[src/rtl/float_divide_iter.sv]
// Iterative IEEE-style floating-point divider: one restoring quotient bit per cycle,
// truncated result with trailing/sticky bits handed back for external rounding.
module float_divide_iter #(
  parameter int EXP           = 8,
  parameter int FRAC          = 23,
  parameter int TRAILING_BITS = 2
) (
  input  logic                     clock,
  input  logic                     reset,
  input  logic                     inValid,
  output logic                     inReady,
  input  logic [EXP+FRAC:0]        inA,
  input  logic [EXP+FRAC:0]        inB,
  output logic                     outValid,
  input  logic                     outReady,
  output logic [EXP+FRAC:0]        out,
  output logic [TRAILING_BITS-1:0] trailingBits,
  output logic                     stickyBit,
  output logic                     isNan
);

  localparam int W   = 1 + EXP + FRAC;
  localparam int Q   = FRAC + TRAILING_BITS + 2;
  localparam int EW  = EXP + 2;
  localparam int VW  = FRAC + TRAILING_BITS + 1;
  localparam int RW  = FRAC + 3;
  localparam int LZW = $clog2(FRAC + 2);
  localparam int CW  = $clog2(Q);
  localparam int TB  = TRAILING_BITS;

  localparam logic signed [EW-1:0] BIAS = EW'(2 ** (EXP - 1) - 1);
  localparam logic signed [EW-1:0] MAXE = EW'(2 ** EXP - 1);
  localparam logic signed [EW-1:0] ONE  = EW'(1);
  localparam logic signed [EW-1:0] ZERO = EW'(0);
  localparam logic signed [EW-1:0] MAXS = EW'(VW);

  typedef enum logic [2:0] {IDLE, PREP, DIV, PACK, DONE} state_t;
  typedef enum logic [1:0] {SP_NONE, SP_NAN, SP_INF, SP_ZERO} special_t;

  state_t   state;
  special_t special;
  logic [CW-1:0] cnt;

  logic [W-1:0]           opA, opB;
  logic [RW-1:0]          rem;
  logic [FRAC:0]          div;
  logic [Q-1:0]           quo;
  logic signed [EW-1:0]   expQ;
  logic                   signQ;

  function automatic logic [LZW-1:0] lzc(input logic [FRAC:0] m);
    logic [LZW-1:0] n;
    logic found;
    n = '0;
    found = 1'b0;
    for (int i = FRAC; i >= 0; i--) begin
      if (!found) begin
        if (m[i]) found = 1'b1;
        else      n = n + 1'b1;
      end
    end
    return n;
  endfunction

  // Denormal inputs sit at exponent 1 before normalisation, so each shift costs one.
  function automatic logic signed [EW-1:0] effExp(input logic [EXP-1:0] e, input logic [LZW-1:0] lz);
    if (e == '0) return ONE - $signed(EW'(lz));
    return $signed({2'b00, e});
  endfunction

  // Right shift for gradual underflow: {kept bits, OR of everything shifted out}.
  function automatic logic [VW-1:0] denormShift(input logic [VW-1:0] v, input logic [EW-1:0] sh);
    logic [2*VW-2:0] wide;
    wide = (2*VW-1)'({v, {VW{1'b0}}} >> sh);
    return {wide[2*VW-2:VW], |wide[VW-1:0]};
  endfunction

  // ---- operand classification / normalisation (PREP inputs)
  logic [EXP-1:0]  expA, expB;
  logic [FRAC-1:0] fracA, fracB;
  logic [FRAC:0]   mA, mB, nA, nB;
  logic [LZW-1:0]  lzA, lzB;
  logic nanA, nanB, infA, infB, zA, zB;
  special_t prepSpecial;

  always_comb begin
    expA  = opA[W-2:FRAC];
    expB  = opB[W-2:FRAC];
    fracA = opA[FRAC-1:0];
    fracB = opB[FRAC-1:0];
    mA    = {|expA, fracA};
    mB    = {|expB, fracB};
    lzA   = lzc(mA);
    lzB   = lzc(mB);
    nA    = mA << lzA;
    nB    = mB << lzB;
    nanA  = (&expA) & (|fracA);
    nanB  = (&expB) & (|fracB);
    infA  = (&expA) & ~(|fracA);
    infB  = (&expB) & ~(|fracB);
    zA    = ~(|expA) & ~(|fracA);
    zB    = ~(|expB) & ~(|fracB);
    prepSpecial = SP_NONE;
    if (nanA || nanB || (zA && zB) || (infA && infB)) prepSpecial = SP_NAN;
    else if (infA || zB)                              prepSpecial = SP_INF;
    else if (zA || infB)                              prepSpecial = SP_ZERO;
  end

  // ---- restoring division step
  logic          ge;
  logic [RW-1:0] remSub;

  always_comb begin
    ge     = rem >= RW'(div);
    remSub = ge ? rem - RW'(div) : rem;
  end

  always_ff @(posedge clock) begin
    case (state)
      IDLE: if (inValid) begin
        opA <= inA;
        opB <= inB;
      end
      PREP: begin
        rem     <= RW'(nA);
        div     <= nB;
        expQ    <= effExp(expA, lzA) - effExp(expB, lzB) + BIAS;
        special <= prepSpecial;
        signQ   <= opA[W-1] ^ opB[W-1];
      end
      DIV: begin
        rem <= {remSub[RW-2:0], 1'b0};
        quo <= {quo[Q-2:0], ge};
      end
      default: ;
    endcase
  end

  // ---- normalise, pack, overflow / underflow handling (PACK outputs)
  logic [Q-1:0]          qn;
  logic signed [EW-1:0]  eN, shS;
  logic [FRAC-1:0]       fr;
  logic [TB-1:0]         tr;
  logic                  st, dLost;
  logic [VW-2:0]         dKeep;
  logic [W-1:0]          pOut;
  logic [TB-1:0]         pTrail;
  logic                  pSticky, pNan;

  always_comb begin
    qn  = quo[Q-1] ? quo : {quo[Q-2:0], 1'b0};
    eN  = quo[Q-1] ? expQ : expQ - ONE;
    fr  = qn[Q-2 -: FRAC];
    tr  = qn[Q-2-FRAC -: TB];
    st  = qn[0] | (|rem);
    shS = ONE - eN;
    {dKeep, dLost} = denormShift({1'b1, fr, tr}, shS);
    pOut    = {signQ, eN[EXP-1:0], fr};
    pTrail  = tr;
    pSticky = st;
    pNan    = 1'b0;
    if (eN >= MAXE) begin
      pOut    = {signQ, {EXP{1'b1}}, {FRAC{1'b0}}};
      pTrail  = '0;
      pSticky = 1'b0;
    end else if (eN <= ZERO) begin
      if (shS > MAXS) begin
        pOut    = {signQ, {(EXP+FRAC){1'b0}}};
        pTrail  = '0;
        pSticky = 1'b1;
      end else begin
        pOut    = {signQ, {EXP{1'b0}}, dKeep[VW-2:TB]};
        pTrail  = dKeep[TB-1:0];
        pSticky = st | dLost;
      end
    end
    case (special)
      SP_NAN: begin
        pOut    = {1'b0, {EXP{1'b1}}, 1'b1, {(FRAC-1){1'b0}}};
        pNan    = 1'b1;
        pTrail  = '0;
        pSticky = 1'b0;
      end
      SP_INF: begin
        pOut    = {signQ, {EXP{1'b1}}, {FRAC{1'b0}}};
        pTrail  = '0;
        pSticky = 1'b0;
      end
      SP_ZERO: begin
        pOut    = {signQ, {(EXP+FRAC){1'b0}}};
        pTrail  = '0;
        pSticky = 1'b0;
      end
      default: ;
    endcase
  end

  // ---- control FSM and registered result
  always_ff @(posedge clock) begin
    if (reset) begin
      state        <= IDLE;
      cnt          <= '0;
      out          <= '0;
      trailingBits <= '0;
      stickyBit    <= 1'b0;
      isNan        <= 1'b0;
    end else begin
      case (state)
        IDLE: if (inValid) state <= PREP;
        PREP: begin
          cnt   <= '0;
          state <= DIV;
        end
        DIV: begin
          cnt <= cnt + 1'b1;
          if (cnt == CW'(Q - 1)) state <= PACK;
        end
        PACK: begin
          out          <= pOut;
          trailingBits <= pTrail;
          stickyBit    <= pSticky;
          isNan        <= pNan;
          state        <= DONE;
        end
        DONE: if (outReady) state <= IDLE;
        default: state <= IDLE;
      endcase
    end
  end

  assign inReady  = (state == IDLE);
  assign outValid = (state == DONE);

endmodule

[config.mk]
export PLATFORM = sky130hd
export DESIGN_NAME = float_divide_iter
export DESIGN_NICKNAME = d
export VERILOG_FILES = /design/src/rtl/float_divide_iter.sv
export SDC_FILE = /design/constraint.sdc
export NUM_CORES = 1
export LEC_CHECK = 0
export BUFFER_PORTS_ARGS = -buffer_cell sky130_fd_sc_hd__buf_2
export CAP_MARGIN = 25
export CORE_ASPECT_RATIO = 1.25
export CORE_MARGIN = 5
export CORE_UTILIZATION = 45
export CTS_CLUSTER_DIAMETER = 150
export DETAILED_ROUTE_END_ITERATION = 7
export SLEW_MARGIN = 20
export SYNTH_ARGS = -nofsm -noshare
export SYNTH_HDL_FRONTEND = slang
export SYNTH_SLANG_ARGS = --single-unit
[constraint.sdc]
create_clock -name clock -period 12.8 [get_ports clock]
set_input_delay 0 -clock clock [delete_from_list [all_inputs] [get_ports clock]]
set_output_delay 0 -clock clock [all_outputs]
set_load 0.01 [all_outputs]
# --- Yosys cells after proc, flatten, opt, wreduce, memory -nomap -nowiden ---
# Cells that the tools add are included.
totals:
  wordCells: 339
  ff_bits: 198
classes:
  n_lt_le_gt_ge: 4
  addsub: 54
  muxes: 218
  n_shift: 3
  bitwise: 13
  reduce_logical: 22
  eq_ne: 11
ops:
  columns: ["operator", "n"]
  rows:
  - ["$mux W5", 92]
  - ["$add A5 B1 Y5 const B", 47]
  - ["$mux W1", 101]
  - ["$pmux W32 S3", 1]
  - ["$mux W10", 7]
  - ["$mux W31", 2]
  - ["$pmux W26 S2", 1]
  - ["$reduce_or A26 Y1", 2]
  - ["$shr A52 B10 Y51", 1]
  - ["$shl A24 B5 Y24", 2]
  - ["$reduce_or A23 Y1", 2]
  - ["$ge A26 B24 Y1", 1]
  - ["$mux W26", 1]
  - ["$mux W25", 1]
  - ["$sub A25 B24 Y25", 1]
  - ["$mux W23", 1]
  - ["$logic_not A8 Y1", 2]
  - ["$reduce_and A8 Y1", 2]
  - ["$reduce_or A8 Y1", 2]
  - ["$pmux W3 S5", 1]
  - ["$mux W2", 6]
  - ["$sub A1 B5 Y6 const A", 2]
  - ["$add A10 B8 Y10 const B", 1]
  - ["$ge A10 B9 Y1 const B", 1]
  - ["other kinds (26)", 45]

# --- Logic depth before layout (Yosys ltp) ---
depth:
  ltp_word: 77
  mapped_depth: 69
  ltp_nobuf: 68

# --- Worst setup path after synthesis ---
# No wires, ideal clock.
synth_path:
  path_type: "register to register"
  start: "reg opA[23]"
  end: "reg expQ[9], data pin"
  setup_ps: 262
  t_arrival_ps: 12629
  path_stages_with_launch: 67
  setup_slack_ps: -91
  synth_period_minus_slack_ps: 12891
  path_cell_list: "edfxtp_1 -> or4_1 -> buf_4 -> nor3_1 -> ha_1 -> nand3b_1 -> a21oi_1 -> o21ai_0 -> inv_1 -> ha_1 -> nor2_1 -> a211oi_1 -> a21oi_1 -> ha_1 -> mux2i_1 -> nor2_1 -> a21oi_1 -> a311oi_1 -> [31 not listed] -> o21ai_0 -> o31a_1 -> ha_1 -> mux2i_1 -> clkbuf_1 -> ha_1 -> a21o_1 -> ha_1 -> inv_1 -> fa_1 -> inv_1 -> a21oi_1 -> o21ai_0 -> a21oi_1 -> o21bai_1 -> a21o_1 -> a21oi_1 -> xor2_1"
synth_via:
  elab_chain_len: 77
  elab_cells_between_ends: 103
synth_rtl:
  columns: ["element", "line_no", "text"]
  rows:
  - ["start: declaration", "44", "logic [W-1:0] opA, opB;"]
  - ["start signal: assignment", "121", "opA <= inA;"]
  - ["$reduce_or A8 Y1", "91", "mA = {|expA, fracA};"]
  - ["$mux W1", "58", "if (m[i]) found = 1'b1;"]
  - ["$add A5 B1 Y5", "59", "else n = n + 1'b1;"]
  - ["$mux W5", "58", null]
  - ["$mux W5", "57", "if (!found) begin"]
  - ["$add A5 B1 Y5", "59", null]
  - ["$mux W5", "58", null]
  - ["$mux W5", "57", null]
  - ["[61 not listed]", null, null]
  - ["$mux W5", "58", null]
  - ["$mux W5", "57", null]
  - ["$sub A1 B5 Y6", "67", "if (e == '0) return ONE - $signed(EW'(lz));"]
  - ["$mux W10", "67", null]
  - ["$mux W10 (*)", "68", "return $signed({2'b00, e});"]
  - ["$mux W10 (*)", "119", "case (state)"]
  - ["$sub A10 B10 Y10 (*)", "127", "expQ <= effExp(expA, lzA) - effExp(expB, lzB) + BIAS;"]
  - ["$add A10 B8 Y10 (*)", "127", null]
  - ["end signal: assignment", "127", null]
  - ["end: declaration", "48", "logic signed [EW-1:0] expQ;"]
# Mark *: on every way between the ends. The rest lies on a longest branch, timed or not. The select of a mux whose other input is x is not followed.
# A chain may end at the register's enable or synchronous reset.

# --- Final worst setup path ---
layout_path:
  start: "reg opA[29]"
  end: "reg expQ[9], data pin"
# The elaborated chain is that of the path after synthesis.

==> reports/summary.md <==
The number of DRC markers after the initial detailed-route iteration was 1046; the final weighted congestion in routability-driven placement was 0.955. After Yosys synthesis, full adders, half adders and majority gates account for 6.63% of the synthesized area. The clock buffer count from CTS was 17; the total congestion overflow was 0.

The proportion of register bits with asynchronous set or reset after synthesis came out at 0%. The transition time at the pin with the least slew margin came out at 1.08 ns. In this run, synthesis produced a sequential element count of 198. The run finished with clean final reports. The run gives 0 as the warning count from the yosys run. Number of synthesized flops with an enable pin: 154. Cell family with the largest share of critical-path delay: compound AO/OA/AOI/OAI gates.

CTS saw 198 sinks. The mapped netlist covers 18900 um^2. The max capacitance violation total was 0; the via total after detailed routing was 17814.

The tools report the post-place setup slack as -0.317 ns. Maximum ir drop on the vdd rail: 0.0988 mV. The mean post-synth cell area is 8.09 um^2, and the worst path buffer plus inverter count is 5.

The logs give 59400 um for the routed wire length and 0 for the final setup violation count. The synthesized instance count was 2337; the die span in y was 239 um. Once detailed placement completed, the half-perimeter wirelength came to 45700 um. The logs give 0 for the count of antenna diodes in the layout and 0 for the residual DRC count. After Yosys synthesis, XOR and XNOR cells account for 8.61% of the synthesized area. The min-delay analysis places its worst path in the category primary input to flop. The fraction of final layout cells sized beyond drive strength 1 is 15.7%, and the number of nets in the synthesized netlist is 2499. Entering global routing, the biggest net connects 79 pins. The critical path's slowest cell is or4_4. The smallest clock period supported by the final layout is computed as 12.33 ns. The highest achievable clock rate came out at 0.0811 GHz.

The area growth from synthesis to layout is 17.5%. The fraction of the mapped netlist area in compound gates works out to 19.9%. For this design the ratio of total power to cell area is 86.8 nW/um^2. The biggest cell delay along the critical path was 0.60 ns. Area inside the core boundary: 41800 um^2.

STA classifies the critical path startpoint as a flop. 106 I/O pins were placed. For the minimum setup slack in the final design, the log shows 0.469 ns. Required time of the critical path: 13.03 ns. The maximum fanout along the worst path was 4; the area enclosed by the die boundary was 46200 um^2. Across the routed clock network, the largest skew measured is 0.0143 ns. In this run, distinct cell masters in the synthesized netlist total 94.

The count of endpoints failing hold in the final timing report is 0, and the proportion of synthesized area in mux cells is 7.81%. The remaining max-slew budget at the tightest pin was 27.5%. By area, the combinational part of the netlist is dominated by simple AND/OR/NAND/NOR gates.

The via count of the first global-routing pass was 17145; the wire length of the first global-routing pass was 92900 um. The count of antenna-violating nets left after detailed routing was 0; the effective utilization at floorplan was 45.2%. At the later pin of the worst-skew pair, clock insertion delay measures 0.48 ns.

Port buffering added 105 buffers. The critical path class was flop to flop. Hold timing on the final database bottoms out at a slack of 0.125 ns. Setup repair after global routing could not meet its margin everywhere. STA classifies the critical path endpoint as a flop. The overall die width was 193 um. The global-route total usage across every layer was 24.7%. The area fraction in and, or, nand and nor cells after synthesis works out to 23.2%. In the final routed layout, each cell accounts on average for 19.3 um. The number of levels the H-tree was split into is 4.

The logs give 2676 for the number of nets in the finished design and 84 for the site row count. The tools report the initial antenna violation count as 0. The post-detailed-route via-to-cell ratio was 5.77. STA puts the critical path data arrival time at 12.56 ns.

TritonCTS built the clock tree. The logs give 29.1% for the fraction of the yosys area taken by sequential cells and 9.09 nW for the static leakage. For the count of final max-slew check failures, the log shows 0. The total power consumption of the routed design is 1.93 mW. The clock-pin slew reported for the worst setup and hold paths after clock tree synthesis works out to 0.08 ns.

The most used flip-flop cell after synthesis is edfxtp_1. After layout, the worst path uses 96.3% of the clock period. Deepest clock path buffer count: 2.

The cell sitting at the root of the clock tree is a clkbuf_16. The iteration count of the initial detailed-routing pass is 5.
-- flip-flops by register name (all words and copies together), names as in the netlist, 5 cells and up --
name and flops:
opA 32, rem 26, opB 32, div 24
cnt 5, quo 27, out 32, expQ 10
-- synth_stat cells, types with 11 or more instances --
master	count	area (um^2)
nor2_1	266	998
a21oi_1	236	1180
nand2_1	209	785
edfxtp_1	154	4620
mux2i_1	126	1260
o21ai_0	120	601
inv_1	100	375
clkbuf_1	94	353
xnor2_1	94	823
ha_1	92	1150
nand3_1	69	345
nor3_1	64	320
nor2b_1	61	382
xor2_1	47	412
dfxtp_1	44	881
nand2b_1	31	194
nor4_1	29	181
nand4_1	28	175
and3_1	27	169
a22oi_1	26	195
a31oi_1	24	150
a21o_1	21	158
o31ai_1	21	158
a211oi_1	20	150
o211ai_1	20	150
mux2_2	19	214
o21ai_1	18	90.1
and2_1	16	100
or3_1	16	100
buf_1	15	56.3
buf_2	14	70.1
a21boi_0	12	90.1
or4_1	12	90.1
or2_2	11	68.8
-- metal layers --
layer / global-route usage, % / vias to the layer above / part of all wire (%)
met3: 2.79 / 122 / 3.4
met5: 0 / - / 0
met2: 45.8 / 418 / 51
met4: 9.36 / 0 / 3.7
li1: - / 8837 / -
met1: 29.5 / 8437 / 42
-- worst reg2reg max path: cells and delay by family (launching register included) --
family / cells / cell delay (ns)
simple gates: 15 / 2.09
buf+inv: 5 / 0.46
xor+xnor: 2 / 0.34
mux: 3 / 0.36
fa+ha+maj: 14 / 3.63
flops: 1 / 0.40
compound gates: 30 / 4.77
-- kinds of logic after synthesis --
logic type	Yosys count
buffers and inverters	229
adder cells (fa/ha/maj)	100
flip-flops	198
multiplexers	145
AO/OA/AOI/OAI	613
AND/OR/NAND/NOR	892
XOR/XNOR	160
-- final timing paths --
path                start      end  slack (ns)  depth (start not counted)
setup / recovery  opA[29]  expQ[9]        0.47                         69
hold / removal      reset  out[19]        0.12                          2
hold reg to reg   out[15]  out[15]        0.45                          2
setup reg to reg  opA[29]  expQ[9]        0.47                         69
-- metrics by stage --
step	cells	utilization (%)	cell area, um^2	TNS, ns
2_1_floorplan	2337	-	18900	0
3_3_place_gp	2965	48.6	20300	0
3_5_place_dp	2966	48.7	20400	-0.555
4_1_cts	3064	51.7	21600	0
5_1_grt	3086	53.1	22200	-0.295
6_report	3086	53.1	22200	0
-- area by class of cell --
class	instances	area, um^2
tap	559	699
timing repair buffer	284	2050
multi-input combinational	1910	13000
inverter	103	387
clock buffer	20	447
clock inverter	12	111
sequential	198	5510
fill	4000	19600
-- placed cells by master, fill, tap and decap left out, types with 66 or more instances in the layout --
master | Yosys | routed
xnor2_1 | 94 | 91
ha_1 | 92 | 78
mux2i_1 | 126 | 125
nand2_1 | 209 | 205
nor2_1 | 266 | 262
o21ai_0 | 120 | 109
a21oi_1 | 236 | 221
edfxtp_1 | 154 | 154
nand3_1 | 69 | 69
buf_2 | 14 | 105
dlygate4sd3_1 | 0 | 66
buf_4 | 2 | 108
inv_1 | 100 | 99
-- what timing repair did --
action | CTS | global route
resized for setup | 11 | 84
setup endpoints to repair | 4 | 8
hold buffers | 66 | 0
setup buffers | 0 | 20
pin swaps | 0 | 62
endpoints found under the hold margin | 66 | 0
-- where the power goes --
group          internal (mW)  switching [mW]  total (mW)
Combinational          0.218           0.353       0.571
Sequential             0.754          0.0565       0.810
Clock                  0.263           0.286       0.548
Total                   1.23           0.695        1.93
No activity file was read; power rests on OpenSTA's default activity.
